`config.mk`:
```
export PLATFORM = sky130hd
export DESIGN_NAME = enc_serializer
export DESIGN_NICKNAME = d
export VERILOG_FILES = /design/src/rtl/enc_serializer.sv
export SDC_FILE = /design/constraint.sdc
export NUM_CORES = 1
export LEC_CHECK = 0
export ABC_AREA = 1
export CAP_MARGIN = 10
export CELL_PAD_IN_SITES_DETAIL_PLACEMENT = 2
export CELL_PAD_IN_SITES_GLOBAL_PLACEMENT = 2
export CORE_MARGIN = 4
export CORE_UTILIZATION = 23
export CTS_BUF_LIST = sky130_fd_sc_hd__clkbuf_8
export CTS_CLUSTER_DIAMETER = 50
export DETAILED_ROUTE_END_ITERATION = 8
export PLACE_DENSITY = 0.64
export SLEW_MARGIN = 20
export SYNTH_ARGS = -nofsm -noshare
export SYNTH_HDL_FRONTEND = slang
export SYNTH_SLANG_ARGS = --single-unit
```
`constraint.sdc`:
```
create_clock -name clk -period 3.3 [get_ports clk]
set_input_delay 0.66 -clock clk [delete_from_list [all_inputs] [get_ports clk]]
set_output_delay 0.66 -clock clk [all_outputs]
set_load 0.05 [all_outputs]
```
`src/rtl/enc_serializer.sv`:
```
// 8b/10b serializer: MSB-first shift-out, running-disparity register,
// and K28.5 comma insertion for sync, idle fill and dropped k_err words.
module enc_serializer #(
   parameter int SYNC_WORDS = 4,
   parameter int ERR_W      = 8
) (
   input  logic             clk,
   input  logic             rst_n,
   input  logic [9:0]       data_in,
   input  logic             rdisp_in,
   input  logic             k_err_in,
   input  logic             valid_in,
   output logic             ready,
   output logic             rdisp_q,
   output logic             ser_out,
   output logic             word_start,
   output logic             comma_ins,
   output logic [ERR_W-1:0] err_cnt
);

   localparam logic [9:0] K_NEG = 10'b0011111010;
   localparam logic [9:0] K_POS = 10'b1100000101;
   localparam int SC_W = $clog2(SYNC_WORDS + 1);
   localparam logic [SC_W-1:0] SC_LAST = SC_W'(SYNC_WORDS - 1);

   typedef enum logic {
      S_SYNC,
      S_RUN
   } state_t;

   state_t           state_q, state_d;
   logic [SC_W-1:0]  sync_cnt_q, sync_cnt_d;
   logic [3:0]       bit_cnt_q, bit_cnt_d;
   logic [9:0]       shreg_q, shreg_d;
   logic             rdisp_d;
   logic [ERR_W-1:0] err_cnt_d;
   logic             word_start_d;
   logic             comma_d;
   logic             load;
   logic [9:0]       k_word;

   assign load    = (bit_cnt_q == 4'd9);
   assign k_word  = rdisp_q ? K_POS : K_NEG;
   assign ready   = (state_q == S_RUN) && load;
   assign ser_out = shreg_q[9];

   always_comb begin
      state_d      = state_q;
      sync_cnt_d   = sync_cnt_q;
      bit_cnt_d    = bit_cnt_q;
      shreg_d      = shreg_q;
      rdisp_d      = rdisp_q;
      err_cnt_d    = err_cnt;
      word_start_d = load;
      comma_d      = 1'b0;
      if (load) begin
         bit_cnt_d = 4'd0;
         unique case (state_q)
            S_SYNC: begin
               shreg_d    = k_word;
               rdisp_d    = ~rdisp_q;
               comma_d    = 1'b1;
               sync_cnt_d = sync_cnt_q + SC_W'(1);
               if (sync_cnt_q == SC_LAST)
                  state_d = S_RUN;
            end
            S_RUN: begin
               if (valid_in && !k_err_in) begin
                  shreg_d = data_in;
                  rdisp_d = rdisp_in;
               end else begin
                  // idle gap or illegal K code: fill with a comma
                  shreg_d = k_word;
                  rdisp_d = ~rdisp_q;
                  comma_d = 1'b1;
                  if (valid_in && err_cnt != '1)
                     err_cnt_d = err_cnt + ERR_W'(1);
               end
            end
            default: state_d = S_SYNC;
         endcase
      end else begin
         shreg_d   = {shreg_q[8:0], 1'b0};
         bit_cnt_d = bit_cnt_q + 4'd1;
      end
   end

   always_ff @(posedge clk) begin
      if (!rst_n) begin
         state_q    <= S_SYNC;
         sync_cnt_q <= '0;
         bit_cnt_q  <= 4'd9;
         shreg_q    <= '0;
         rdisp_q    <= 1'b0;
         err_cnt    <= '0;
         word_start <= 1'b0;
         comma_ins  <= 1'b0;
      end else begin
         state_q    <= state_d;
         sync_cnt_q <= sync_cnt_d;
         bit_cnt_q  <= bit_cnt_d;
         shreg_q    <= shreg_d;
         rdisp_q    <= rdisp_d;
         err_cnt    <= err_cnt_d;
         word_start <= word_start_d;
         comma_ins  <= comma_d;
      end
   end

endmodule

```
==> results of run 1 <==
-- cell usage after synthesis --
library cell  number
a21oi_1            8
buf_6              1
clkbuf_1           1
clkbuf_8           1
dfxtp_1           29
ha_1               5
inv_1             12
inv_2              2
inv_4              1
nand2_1           35
nand2_2            1
nand2_4            1
nand2_8            1
nand3_1           15
nand3_4            1
nand4_1            1
nor2_1            27
nor2_4             2
nor3_4             1
o21ai_0            8
o21ai_1            7
xnor2_1            1
xor2_1             4
-- layout by cell type, fill, tap and decap left out, drive strengths merged --
cell type       n
nand2          38
dfxtp          29
nor2           29
clkdlybuf4s50  27
nand3          16
inv            16
o21ai          15
a21oi           8
clkbuf          6
ha              5
xor2            4
nor3            1
nand4           1
xnor2           1
buf             1
-- per-stage QoR --
stage	area, µm²	setup slack (ns)
4_1_cts	1720	0.528
3_5_place_dp	1640	0.843
2_1_floorplan	1300	1.15
6_report	1720	0.580
5_1_grt	1720	0.440
3_3_place_gp	1640	0.907
-- metal layers --
layer / wire length [µm] / GRT usage (%) / vias up
li1: - / - / 591
met1: 1440 / 12.0 / 558
met2: 1790 / 18.8 / 25
met3: 182 / 4.27 / 4
met4: 32 / 2.67 / 0
met5: 0 / 0 / -
-- final cells by class --
cell class | instances | area, µm² | area share, %
sequential | 29 | 581 | 33.7
clock inverter | 1 | 3.75 | 0.218
clock buffer | 6 | 82.6 | 4.79
tap | 72 | 90.1 | 5.23
timing repair buffer | 28 | 278 | 16.1
multi-input combinational | 118 | 629 | 36.5
inverter | 15 | 58.8 | 3.41
-- sequential cells by signal (all words and copies together), names as in the netlist --
signal	flops
word_start	1
rdisp_q	1
sync_cnt_q	3
bit_cnt_q	4
state_q	1
shreg_q	10
err_cnt	8
comma_ins	1
-- worst min path at each step --
stage	from	endpoint	slack [ns]	cells after the start
floorplan	sync_cnt_q[0]$_SDFFE_PN0P_	sync_cnt_q[0]$_SDFFE_PN0P_	0.43	1
global placement	shreg_q[1]$_SDFF_PN0_	shreg_q[2]$_SDFF_PN0_	0.44	2
detailed placement	shreg_q[1]$_SDFF_PN0_	shreg_q[2]$_SDFF_PN0_	0.46	2
CTS	shreg_q[3]$_SDFF_PN0_	shreg_q[4]$_SDFF_PN0_	0.46	2
global route	shreg_q[1]$_SDFF_PN0_	shreg_q[2]$_SDFF_PN0_	0.48	2
finish	shreg_q[1]$_SDFF_PN0_	shreg_q[2]$_SDFF_PN0_	0.45	2
-- where the power goes --
part	internal, W	leakage, nW	switching, W
clock network	0.000162	0.0485	0.000127
registers	0.000416	0.237	0.0000369
logic	0.0000935	0.400	0.000161
total	0.000671	0.686	0.000325
-- cell families (layout without fill, tap and decap cells) --
logic type	Yosys count	count (layout)	synth area share, %
fa+ha+maj	5	5	4.82
compound gates	23	23	8.87
buf+inv	18	50	6.75
simple gates	85	85	31.4
flops	29	29	44.7
xor+xnor	5	5	3.37
-- critical path: cells and delay by family (launching register included) --
| kind | cells | cell delay, ns |
|---|---|---|
| and+or+nand+nor | 2 | 0.37 |
| DFF | 1 | 0.39 |
| buffers and inverters | 1 | 0.81 |
| adders and majority gates | 1 | 0.22 |
==> out/qor.txt, run 1 <==
status = complete, no violations
crit path DAT = 2.06 ns
Die W = 83.1 µm
total track usage = 10.7%
Num CTS Buffers = 5
Slew HR = 65.8%
hold violation total from the final report = 0
critical path type = register to primary output
initial antenna violation count = 0
initial drt markers = 19
first-pass GRT wire length = 6080 µm
Max VDD drop = 181 µV
1st-pass router iterations = 2
Total Power = 0.000996 W
# nets final = 217
Pins Over Slew Limit = 0
r2r setup slk = 1.73 ns
largest cells by area after synthesis = dfxtp_1 45%, nand2_1 10%, nor2_1 7.8%
CTS Sinks = 29
Skew-Pair Late Insertion Delay = 0.27 ns
Max-Cap Viols = 0
syn avg cell area = 7.86 µm²
vias per cell = 4.38
pwr/cell area = 578 mW/mm²
crit path capture = ready
GPL Wtd Cong = 0.758
non-filler instance count after layout = 269
Die Y = 83.1 µm
syn_nets = 185
clk root buf = clkbuf_8
setup repair bufs after CTS = 0
worst r2r src = err_cnt[0]$_SDFFE_PN0P_
mapped cell area = 0.00130 mm²
Worst Setup End Kind = primary output
Routed WL = 3450 µm
via count = 1178
CTS Hold Bufs = 0
row count = 27
largest net degree at the start of global routing = 21
max incr delay on CP = 0.81 ns
P_leak = 0.686 nW
Worst Tran Pin Value = 0.511 ns
worst hold path type = register to register
post-synthesis instance total = 165
cell taking the most area after synthesis = dfxtp_1
final setup fails = 0
hold slack = 0.455 ns
Synth cell types = 23
Initial Util = 23.7%
worst r2r dst = err_cnt[1]$_SDFFE_PN0P_
Post-DRT Antenna Nets = 0
Worst setup startpoint = bit_cnt_q[0]$_SDFF_PN1_
share of layout cells above drive strength 1 = 8.63%
die area = 0.00691 mm²
RSZ-0062 raised after global routing = false
Tmin final = 2.72 ns
critical path, cell by cell = ha_1, nand3_4, nor2_1, clkdlybuf4s50_1
FF-to-FF path depth = 8
Period Utilization, post-route = 82.4%
fmax = 0.368 GHz
H-tree depth = 2
CP max-delay cell = clkdlybuf4s50_1
clock skew = 0.00707 ns
Final HPWL DP = 2730 µm
Clock Pin Slew Worst Setup and Hold Paths = 0.06 ns
sequential element share of the synthesized area = 44.7%
synthesis-stage register bit count = 29
Port Buf Inserts = 27
Data required, critical path = 2.64 ns
share of the synthesized area in the top cell type = 44.7%
WL per Instance = 12.8 µm
Core Area = 0.00547 mm²
deepest clock path buffer count = 2
Ys Warns = 0
CP Launch Type = register
Crit Path Max Fanout = 17
fin util = 31.5%
gr ovfl total = 0
CTS tree = built
DRC errors left = 0
# placed instances = 262
# diodes = 0
CTS resizes = 0
Filler cells = 673
I/O Pins = 28
vias in the first global route = 1292
Area Overhead vs Synth = 32.8%
TNS Setup = 0 ns
Power figures use the tool's default switching activity.
==> inputs of run 2 (changes only) <==
==> constraint.sdc (replaced) <==
create_clock -name clk -period 2.6 [get_ports clk]
set_input_delay 0.52 -clock clk [delete_from_list [all_inputs] [get_ports clk]]
set_output_delay 0.52 -clock clk [all_outputs]
set_load 0.05 [all_outputs]
==> run 2 against run 1 <==
Sequential power is 27% higher. Clock skew up 0.0024 ns. Largest power group unchanged. Routed wire length increased by 2.3%. Count of clock-buffer cells in the layout increased by 1. Non-clock buffer count unchanged. Critical path depth down 3. Core utilization up 0.23 points. Combinational power grew 26%. Die area did not move.
==> out/qor.txt, run 2 (synthesis gave the netlist of run 1 again) <==
initial antenna violation count = 0 (unchanged)
# nets final = 217 (unchanged)
vias in the first global route = 1357 (+5.0%)
critical path type = register to primary output
clock skew = 0.00946 ns (+0.00239 ns)
first-pass GRT wire length = 6350 µm (+4.4%)
Port Buf Inserts = 27 (unchanged)
biggest regs = shreg_q: 10 flops, err_cnt: 8 flops, bit_cnt_q: 4 flops
row count = 27 (unchanged)
setup repair bufs after CTS = 0 (unchanged)
Max-Cap Viols = 0 (unchanged)
initial drt markers = 25 (+6)
critical path, cell by cell = clkdlybuf4s50_1
Die Y = 83.1 µm (unchanged)
TNS Setup = 0 ns (unchanged)
Pins Over Slew Limit = 0 (unchanged)
CTS resizes = 0 (unchanged)
largest net degree at the start of global routing = 20 (-4.8%)
M3 GR Usage = 3.77% (-0.50 points)
most frequent cells in the layout = 35 x nand2_1, 29 x dfxtp_1, 27 x nor2_1, 26 x clkdlybuf4s50_1, 15 x nand3_1
cell area after placement = 0.00163 mm² (-0.15%)
RSZ-0062 raised after global routing = false
WL per Instance = 13.1 µm (+1.9%)
via count = 1187 (+0.76%)
clk root buf = clkbuf_8
Max VDD drop = 286 µV (+58%)
non-filler instance count after layout = 270 (+0.37%)
most common cell after layout, fill and taps aside = nand2_1
DRC errors left = 0 (unchanged)
Num CTS Buffers = 5 (unchanged)
Crit Path Max Fanout = 3 (-14)
gr busiest metal = met2
1st-pass router iterations = 2 (unchanged)
die area = 0.00691 mm² (unchanged)
CP max-delay cell = clkdlybuf4s50_1
Post-DRT Antenna Nets = 0 (unchanged)
Die W = 83.1 µm (unchanged)
Slew HR = 66.4% (+0.55 points)
fmax = 0.469 GHz
CTS tree = built
Worst Tran Pin Value = 0.503 ns (-0.00819 ns)
P_leak = 0.694 nW (+1.1%)
Tmin final = 2.13 ns
# placed instances = 262 (unchanged)
deepest clock path buffer count = 2 (unchanged)
share of layout cells above drive strength 1 = 10.1% (+1.5 points)
Period Utilization, post-route = 82.1%
CP Launch Type = register
Clock Pin Slew Worst Setup and Hold Paths = 0.07 ns (about the same)
crit path DAT = 1.61 ns (-0.45 ns)
Filler cells = 650 (-3.4%)
WP buf/inv = 1 (unchanged)
area of the multi-input gates = 629 µm² (unchanged)
GRT met2 Usage = 20.4% (+1.6 points)
FF/Latch Area = 581 µm² (unchanged)
gr ovfl total = 0 (unchanged)
status = complete, no violations
final instance area = 0.00174 mm² (+0.73%)
Top reg by flops = shreg_q
H-tree depth = 2 (unchanged)
M1 GR Usage = 12.1% (+0.060 points)
Routed WL = 3530 µm (+2.3%)
Worst Setup End Kind = primary output
vias per cell = 4.40 (+0.39%)
cell family with most CP delay = buffers and inverters
GPL Wtd Cong = 0.739 (-2.4%)
Initial Util = 23.7% (unchanged)
Final HPWL DP = 2770 µm (+1.5%)
Data required, critical path = 2.08 ns (-0.56 ns)
# diodes = 0 (unchanged)
total track usage = 11.1% (+0.43 points)
CTS Hold Bufs = 0 (unchanged)
Skew-Pair Late Insertion Delay = 0.28 ns (about the same)
I/O Pins = 28 (unchanged)
final setup fails = 0 (unchanged)
worst hold path type = register to register
CTS Sinks = 29 (unchanged)
hold violation total from the final report = 0 (unchanged)
Area Overhead vs Synth = 33.8%
pwr/cell area = 750 mW/mm² (+30%)
Core Area = 0.00547 mm² (unchanged)
max reg flops = 10 (unchanged)
max incr delay on CP = 0.86 ns (+0.05 ns)
[run 2: power by group]
group | total, W | leakage, nW | switching, W | internal, W
combinational | 0.000320 | 0.402 | 0.000203 | 0.000118
clock | 0.000405 | 0.0542 | 0.000167 | 0.000239
sequential | 0.000575 | 0.237 | 0.0000478 | 0.000528
[run 2: area by class of cell]
cell class                      instances  share of cell area (%)
Tap cell                               72                    5.19
Clock buffer                            7                    5.55
Inverter                               15                    3.39
Sequential cell                        29                    33.5
Timing Repair Buffer                   28                    15.9
Clock inverter                          1                   0.288
Multi-Input combinational cell        118                    36.3
[run 2: metal layers]
| metal | up-vias | part of all wire, % |
|---|---|---|
| li1 | 588 | - |
| met1 | 570 | 42 |
| met2 | 25 | 52 |
| met3 | 4 | 4.5 |
| met4 | 0 | 1.0 |
| met5 | - | 0 |
[run 2: worst paths after layout]
check | start | end | slack (ns) | cells after the start
max reg2reg | bit_cnt_q[0]$_SDFF_PN1_ | err_cnt[4]$_SDFFE_PN0P_ | 0.93 | 7
max | rdisp_q$_SDFFE_PN0P_ | rdisp_q | 0.47 | 1
min reg2reg | shreg_q[8]$_SDFF_PN0_ | shreg_q[9]$_SDFF_PN0_ | 0.46 | 2
min | shreg_q[8]$_SDFF_PN0_ | shreg_q[9]$_SDFF_PN0_ | 0.46 | 2
[run 2: metrics by stage]
step                setup slack (ns)  power [W]  hold WS, ns  util (%)
detailed placement             0.599   0.000915        0.454      29.9
finish                         0.466    0.00130        0.463      31.7
global placement               0.691   0.000894        0.437      29.9
floorplan                      0.589   0.000810        0.428         -
CTS                            0.437    0.00133        0.467      31.7
global route                   0.419    0.00139        0.479      31.7
==> inputs of run 3 (changes only) <==
==> constraint.sdc (replaced) <==
create_clock -name clk -period 2.2 [get_ports clk]
set_input_delay 0.44 -clock clk [delete_from_list [all_inputs] [get_ports clk]]
set_output_delay 0.44 -clock clk [all_outputs]
set_load 0.05 [all_outputs]
==> run 3 against run 2 <==
Highest routed layer unchanged. Critical path type unchanged. Critical path depth is the same. Non-clock buffer count grew 2. Setup slack lost 0.30 ns. Total power grew 15%. Routed wire length grew 3.9%.
==> out/qor.txt, run 3 (synthesis gave the netlist of run 1 again) <==
WL per Instance = 13.5 µm (+3.2%)
clk root buf = clkbuf_8
die area = 0.00691 mm² (unchanged)
Worst Setup End Kind = primary output
CTS Sinks = 29 (unchanged)
CP max-delay cell = clkdlybuf4s50_1
deepest clock path buffer count = 2 (unchanged)
CTS resizes = 0 (unchanged)
Max VDD drop = 261 µV (-8.8%)
Num CTS Buffers = 5 (unchanged)
Worst Tran Pin Value = 0.514 ns (+0.0111 ns)
via count = 1212 (+2.1%)
share of layout cells above drive strength 1 = 10.5% (+0.40 points)
Period Utilization, post-route = 92.4%
Die W = 83.1 µm (unchanged)
Crit Path Max Fanout = 3 (unchanged)
Port Buf Inserts = 27 (unchanged)
Core Area = 0.00547 mm² (unchanged)
RSZ-0062 raised after global routing = false
Skew-Pair Late Insertion Delay = 0.28 ns (about the same)
cell family with most CP delay = buffers and inverters
biggest regs = shreg_q: 10 flops, err_cnt: 8 flops, bit_cnt_q: 4 flops
GPL Wtd Cong = 0.730 (-1.3%)
Routed WL = 3670 µm (+3.9%)
WP buf/inv = 1 (unchanged)
Pins Over Slew Limit = 0 (unchanged)
Post-DRT Antenna Nets = 0 (unchanged)
max reg flops = 10 (unchanged)
fmax = 0.492 GHz
H-tree depth = 2 (unchanged)
worst hold path type = register to register
DRC errors left = 0 (unchanged)
Max-Cap Viols = 0 (unchanged)
most frequent cells in the layout = 35 x nand2_1, 29 x dfxtp_1, 27 x nor2_1, 26 x clkdlybuf4s50_1, 15 x nand3_1
Die Y = 83.1 µm (unchanged)
row count = 27 (unchanged)
most common cell after layout, fill and taps aside = nand2_1
total track usage = 11.4% (+0.29 points)
Slew HR = 65.6% (-0.74 points)
Initial Util = 23.7% (unchanged)
Area Overhead vs Synth = 34.4%
Final HPWL DP = 2820 µm (+1.7%)
Filler cells = 661 (+1.7%)
critical path, cell by cell = clkdlybuf4s50_1
pwr/cell area = 859 mW/mm² (+15%)
# nets final = 219 (+0.92%)
CTS tree = built
final setup fails = 0 (unchanged)
vias per cell = 4.46 (+1.4%)
crit path DAT = 1.59 ns (-0.02 ns)
Total Power = 0.00150 W (+15%)
P_leak = 0.701 nW (+1.1%)
setup repair bufs after CTS = 0 (unchanged)
Tmin final = 2.03 ns
Clock Pin Slew Worst Setup and Hold Paths = 0.06 ns (about the same)
critical path type = register to primary output
# diodes = 0 (unchanged)
1st-pass router iterations = 3 (+1)
Data required, critical path = 1.76 ns (-0.32 ns)
first-pass GRT wire length = 6400 µm (+0.87%)
TNS Setup = 0 ns (unchanged)
gr ovfl total = 0 (unchanged)
CP Launch Type = register
Top reg by flops = shreg_q
clock skew = 0.00332 ns (-0.00614 ns)
max incr delay on CP = 0.86 ns (about the same)
largest net degree at the start of global routing = 20 (unchanged)
I/O Pins = 28 (unchanged)
initial antenna violation count = 0 (unchanged)
vias in the first global route = 1381 (+1.8%)
hold violation total from the final report = 0 (unchanged)
CTS Hold Bufs = 0 (unchanged)
status = complete, no violations
initial drt markers = 22 (-12%)
## run 3: changes by cell type in the layout (fill, tap and decap cells not counted), sizes merged
cell / change
buf: +2
clkbuf: -2
clkinv: +1
inv: +1
## run 3: cell type report
cell class	instances	area (µm²)	share of cell area, %
Multi-Input combinational cell	118	629	36.1
Sequential cell	29	581	33.3
Timing Repair Buffer	30	303	17.4
Tap cell	72	90.1	5.17
Clock buffer	5	68.8	3.95
Inverter	15	58.8	3.37
Clock inverter	3	13.8	0.789
## run 3: per-stage QoR
| stage | worst slack (ns) | util [%] | instances | hold WS [ns] | area, µm² |
|---|---|---|---|---|---|
| floorplan | 0.269 | - | 165 | 0.428 | 1300 |
| global placement | 0.417 | 30.4 | 264 | 0.443 | 1660 |
| detailed placement | 0.355 | 30.4 | 264 | 0.450 | 1660 |
| CTS | 0.143 | 31.9 | 272 | 0.461 | 1740 |
| global route | 0.105 | 31.9 | 272 | 0.479 | 1740 |
| finish | 0.166 | 31.9 | 272 | 0.452 | 1740 |
## run 3: per-layer routing
layer	vias to the layer above	GRT usage, %	part of all wire [%]
met5	-	0	0
met4	0	3.86	1.4
met3	5	4.46	5.2
met2	25	20.8	53
met1	590	11.9	41
li1	592	-	-
## run 3: report_power, final
group          internal, W  switching, W
registers         0.000624     0.0000577
logic             0.000150      0.000244
clock network     0.000214      0.000209
total             0.000987      0.000511
## run 3: path summary, 6_finish.rpt
kind / startpoint / endpoint / slack (ns) / depth (start not counted)
min reg2reg: shreg_q[8]$_SDFF_PN0_ / shreg_q[9]$_SDFF_PN0_ / 0.45 / 2
min: shreg_q[8]$_SDFF_PN0_ / shreg_q[9]$_SDFF_PN0_ / 0.45 / 2
max: rdisp_q$_SDFFE_PN0P_ / rdisp_q / 0.17 / 1
max reg2reg: bit_cnt_q[0]$_SDFF_PN1_ / sync_cnt_q[1]$_SDFFE_PN0P_ / 0.62 / 6
==> RTL change 1 (flow settings as in run 3) <==
Register the output `err_cnt` once more, without a reset; this adds one clock of latency there. The other outputs are not delayed to match.
--- a/src/rtl/enc_serializer.sv
+++ b/src/rtl/enc_serializer.sv
@@ -28,6 +28,8 @@
       S_RUN
    } state_t;
 
+   logic [ERR_W-1:0] err_cnt_s0;
+
    state_t           state_q, state_d;
    logic [SC_W-1:0]  sync_cnt_q, sync_cnt_d;
    logic [3:0]       bit_cnt_q, bit_cnt_d;
@@ -50,7 +52,7 @@
       bit_cnt_d    = bit_cnt_q;
       shreg_d      = shreg_q;
       rdisp_d      = rdisp_q;
-      err_cnt_d    = err_cnt;
+      err_cnt_d    = err_cnt_s0;
       word_start_d = load;
       comma_d      = 1'b0;
       if (load) begin
@@ -73,8 +75,8 @@
                   shreg_d = k_word;
                   rdisp_d = ~rdisp_q;
                   comma_d = 1'b1;
-                  if (valid_in && err_cnt != '1)
-                     err_cnt_d = err_cnt + ERR_W'(1);
+                  if (valid_in && err_cnt_s0 != '1)
+                     err_cnt_d = err_cnt_s0 + ERR_W'(1);
                end
             end
             default: state_d = S_SYNC;
@@ -92,7 +94,7 @@
          bit_cnt_q  <= 4'd9;
          shreg_q    <= '0;
          rdisp_q    <= 1'b0;
-         err_cnt    <= '0;
+         err_cnt_s0 <= '0;
          word_start <= 1'b0;
          comma_ins  <= 1'b0;
       end else begin
@@ -101,11 +103,15 @@
          bit_cnt_q  <= bit_cnt_d;
          shreg_q    <= shreg_d;
          rdisp_q    <= rdisp_d;
-         err_cnt    <= err_cnt_d;
+         err_cnt_s0 <= err_cnt_d;
          word_start <= word_start_d;
          comma_ins  <= comma_d;
       end
    end
 
+   always_ff @(posedge clk) begin
+      err_cnt <= err_cnt_s0;
+   end
+
 endmodule
 
Behaviour: same outputs for any inputs over 10 cycles, from zero or initial values and one cycle with rst_n low; that may be too few to reach the edited logic, so the function may still have changed.
==> RTL change 1 against run 3 <==
  * Clock skew rose by 0.0067 ns
  * Combinational power fell by 2%
  * Die area rose by 12%
  * Synthesized area rose by 13%
  * Hold slack got worse by 0.049 ns
  * Wire length fell by 1.8%
  * Critical path depth did not move
  * Total power rose by 22%
  * Worst setup slack got worse by 0.023 ns
  * Sequential cell count rose by 8
  * Cell area rose by 12%
==> RTL change 1: results <==
metrics = {
    "power_and_ir_drop": {
        "ir_worst_vdd_mv": 0.478,
        "leakage_nw": 0.787,
        "sw_frac_of_total_pct": 29.7,
        "power.share.sequential_pct": 44.9,
        "finalPower_w": 0.00183,
    },
    "outcome": {
        "status": "finished, final reports clean",
    },
    "clock_tree": {
        "cts_max_path_buffers": 2,
    },
    "global_route": {
        "use_met3_pct": 3.20,
        "use_met1_pct": 11.9,
        "grt_pass1_wl_um": 6290,
        "grt_max_degree": 22,
        "gr-usage-met2_pct": 18.5,
        "grt_pass1_vias": 1346,
    },
    "drt": {
        "viasPerCell": 4.40,
        "wl_met3_um": 179,
        "dr.first_iter.drc_count": 26,
        "m1WireLength_um": 1570,
        "drt_first_pass_iters": 4,
        "routed_wl_um": 3600,
        "wl_met2_um": 1800,
    },
    "synth": {
        "syn_nets": 199,
        "ys_seq_area_share_pct": 50.4,
        "synthTopCellsByArea": "dfxtp_1 50%, nand2_1 9.4%, nor2_1 7.4%, nand3_1 5.8%, ha_1 4.3%",
        "yosys-top-cells-count": "37 x dfxtp_1, 37 x nand2_1, 29 x nor2_1, 17 x nand3_1, 16 x inv_1",
        "synthDistinctLibCells": 22,
    },
    "min_path": {
        "worstHoldStart": "err_cnt_s0[5]$_SDFFE_PN0P_",
        "min_path_cells": 0,
    },
    "cells_and_area": {
        "drive_above_1_share_pct": 9.81,
        "nets": 233,
        "largest_registers": "shreg_q (10), err_cnt (8), err_cnt_s0 (8)",
    },
    "place": {
        "gp_congestion": 0.693,
        "dp_hpwl_um": 2700,
    },
    "sta": {
        "skew_ns": 0.00998,
        "timing.slew.headroom_pct": 66.8,
    },
    "worst_setup_path": {
        "worstReg2RegEnd": "sync_cnt_q[0]$_SDFFE_PN0P_",
    },
}
RTL change 1: kinds of logic after synthesis:
logic type	synth area share, %
adder cells (fa/ha/maj)	4.26
AO/OA/AOI/OAI	7.83
AND/OR/NAND/NOR	29.0
buffers and inverters	6.72
flip-flops	50.4
XOR/XNOR	1.79
RTL change 1: metrics by stage:
step / hold WS, ns / instances / setup slack, ns / area, um2
after CTS: 0.405 / 289 / 0.111 / 1960
after global routing: 0.416 / 289 / 0.0745 / 1960
after detailed placement: 0.393 / 281 / 0.339 / 1840
after floorplan: 0.364 / 179 / 0.269 / 1470
after global placement: 0.378 / 281 / 0.366 / 1840
final: 0.404 / 289 / 0.143 / 1960
RTL change 1: layout make-up:
type	count	area, um2
clock buffer	6	82.6
clock inverter	2	37.5
fill	716	4100
inverter	18	70.1
multi-input combinational	121	631
sequential	37	741
tap	75	93.8
timing repair buffer	30	303
==> RTL change 2 (config.mk and constraints of run 3) <==
Made on the original files. `ERR_W`: 8 -> 10.
--- a/src/rtl/enc_serializer.sv
+++ b/src/rtl/enc_serializer.sv
@@ -2,7 +2,7 @@
 // and K28.5 comma insertion for sync, idle fill and dropped k_err words.
 module enc_serializer #(
    parameter int SYNC_WORDS = 4,
-   parameter int ERR_W      = 8
+   parameter int ERR_W      = 10
 ) (
    input  logic             clk,
    input  logic             rst_n,
Interface: changed (resized err_cnt); port bits go from 28 to 30. No check against the original RTL was run, so the function may have changed too.
==> RTL change 2 against run 3 <==
  * Count of clock-buffer cells in the layout rose by 2
  * Global-route usage fell by 0.086 points
  * Worst setup slack got worse by 0.0056 ns
  * Synthesized area rose by 12%
  * Critical path type unchanged
  * Wire length rose by 5.7%
  * Cell area rose by 12%
  * Hold slack improved by 0.0028 ns
  * Die area rose by 11%
  * Sequential cell count rose by 2
  * Combinational power fell by 4%
  * Largest power group unchanged
  * Total power rose by 5.4%
==> RTL change 2: results <==
metrics = {
    "power_and_ir_drop": {
        "p_sw_w": 0.000505,
        "ir_worst_vdd_mv": 0.318,
        "leakage_nw": 0.798,
    },
    "global_route": {
        "grt_pass1_wl_um": 6790,
        "grt.total_usage_pct": 11.3,
        "use_met3_pct": 3.01,
        "grt_pass1_vias": 1451,
        "gr-usage-met2_pct": 18.7,
        "use_met1_pct": 14.5,
        "grt_max_degree": 17,
    },
    "clock_tree": {
        "postCtsSetupRepairBufs": 0,
        "cts-htree-levels": 2,
    },
    "drt": {
        "routed_wl_um": 3880,
        "dr.first_iter.drc_count": 28,
        "dr_total_vias": 1319,
        "drt_first_pass_iters": 4,
    },
    "place": {
        "io_buffers": 29,
        "dp_hpwl_um": 2990,
        "gp_congestion": 0.723,
        "pre_cts_ws_ns": 0.379,
    },
    "synth": {
        "ys_seq_area_share_pct": 42.6,
        "yosys-top-cells-count": "48 x nand2_1, 31 x dfxtp_1, 22 x nor2_1, 18 x nand3_1, 16 x inv_1",
        "synthTopCellsByArea": "dfxtp_1 43%, nand2_1 12%, nand3_1 6.2%, nor2_1 5.7%, o21ai_0 4.5%",
        "synthDistinctLibCells": 27,
        "ys_warn_count": 0,
        "syn_nets": 211,
        "async_flop_share_pct": 0,
        "syn-instance-count": 191,
    },
    "cells_and_area": {
        "drive_above_1_share_pct": 12.3,
        "nets": 247,
        "stdcell_count": 303,
        "num-fill-cells": 714,
        "largest_registers": "err_cnt (10), shreg_q (10), bit_cnt_q (4)",
    },
    "sta": {
        "timing.slew.headroom_pct": 65.7,
        "skew_ns": 0.00258,
    },
    "worst_setup_path": {
        "critPathTopFamily": "buffers and inverters",
        "crit_fanout": 7,
        "slowest_delay_ns": 0.86,
    },
    "outcome": {
        "status": "finished, final reports clean",
    },
}
## RTL change 2: cell families (layout without fill, tap and decap cells)
group | Yosys count | in the layout | synth area share, %
AND/OR/NAND/NOR | 105 | 105 | 35.5
flip-flops | 31 | 31 | 42.6
AO/OA/AOI/OAI | 23 | 23 | 8.67
buffers and inverters | 22 | 59 | 5.92
adder cells (fa/ha/maj) | 5 | 5 | 4.29
XOR/XNOR | 5 | 5 | 3.00
## RTL change 2: final timing paths
check	start	end	slack, ns	cells after the start
worst max-delay path	err_cnt[2]$_SDFFE_PN0P_	err_cnt[2]	0.16	1
worst min-delay path	shreg_q[3]$_SDFF_PN0_	shreg_q[4]$_SDFF_PN0_	0.46	2
worst max register to register	err_cnt[0]$_SDFFE_PN0P_	err_cnt[6]$_SDFFE_PN0P_	0.74	9
worst min register to register	shreg_q[3]$_SDFF_PN0_	shreg_q[4]$_SDFF_PN0_	0.46	2
## RTL change 2: stage by stage
step,instance area [um2],util [%],power (W)
global route,1960,32.6,0.00169
global placement,1860,30.9,0.00110
floorplan,1460,-,0.000975
detailed placement,1860,30.9,0.00111
CTS,1960,32.6,0.00162
finish,1960,32.6,0.00158
## RTL change 2: layout make-up
class / instances / area (um2) / area share (%)
sequential: 31 / 621 / 31.6
clock buffer: 7 / 96.3 / 4.91
tap: 75 / 93.8 / 4.78
clock inverter: 1 / 3.75 / 0.191
multi-input combinational: 138 / 751 / 38.3
timing repair buffer: 32 / 323 / 16.5
inverter: 19 / 73.8 / 3.76
## RTL change 2: metal layers
layer / share of wire, % / up-vias
met5: 0 / -
met3: 4.6 / 5
met1: 49 / 608
met4: 1.4 / 0
met2: 45 / 27
li1: - / 679
## RTL change 2: power by group through the flow
stage               clock network [W]  logic (W)  registers, W
floorplan                           0   0.000201      0.000774
global placement                    0   0.000383      0.000717
detailed placement                  0   0.000390      0.000721
CTS                          0.000515   0.000393      0.000711
global route                 0.000539   0.000432      0.000720
finish                       0.000488   0.000380      0.000711
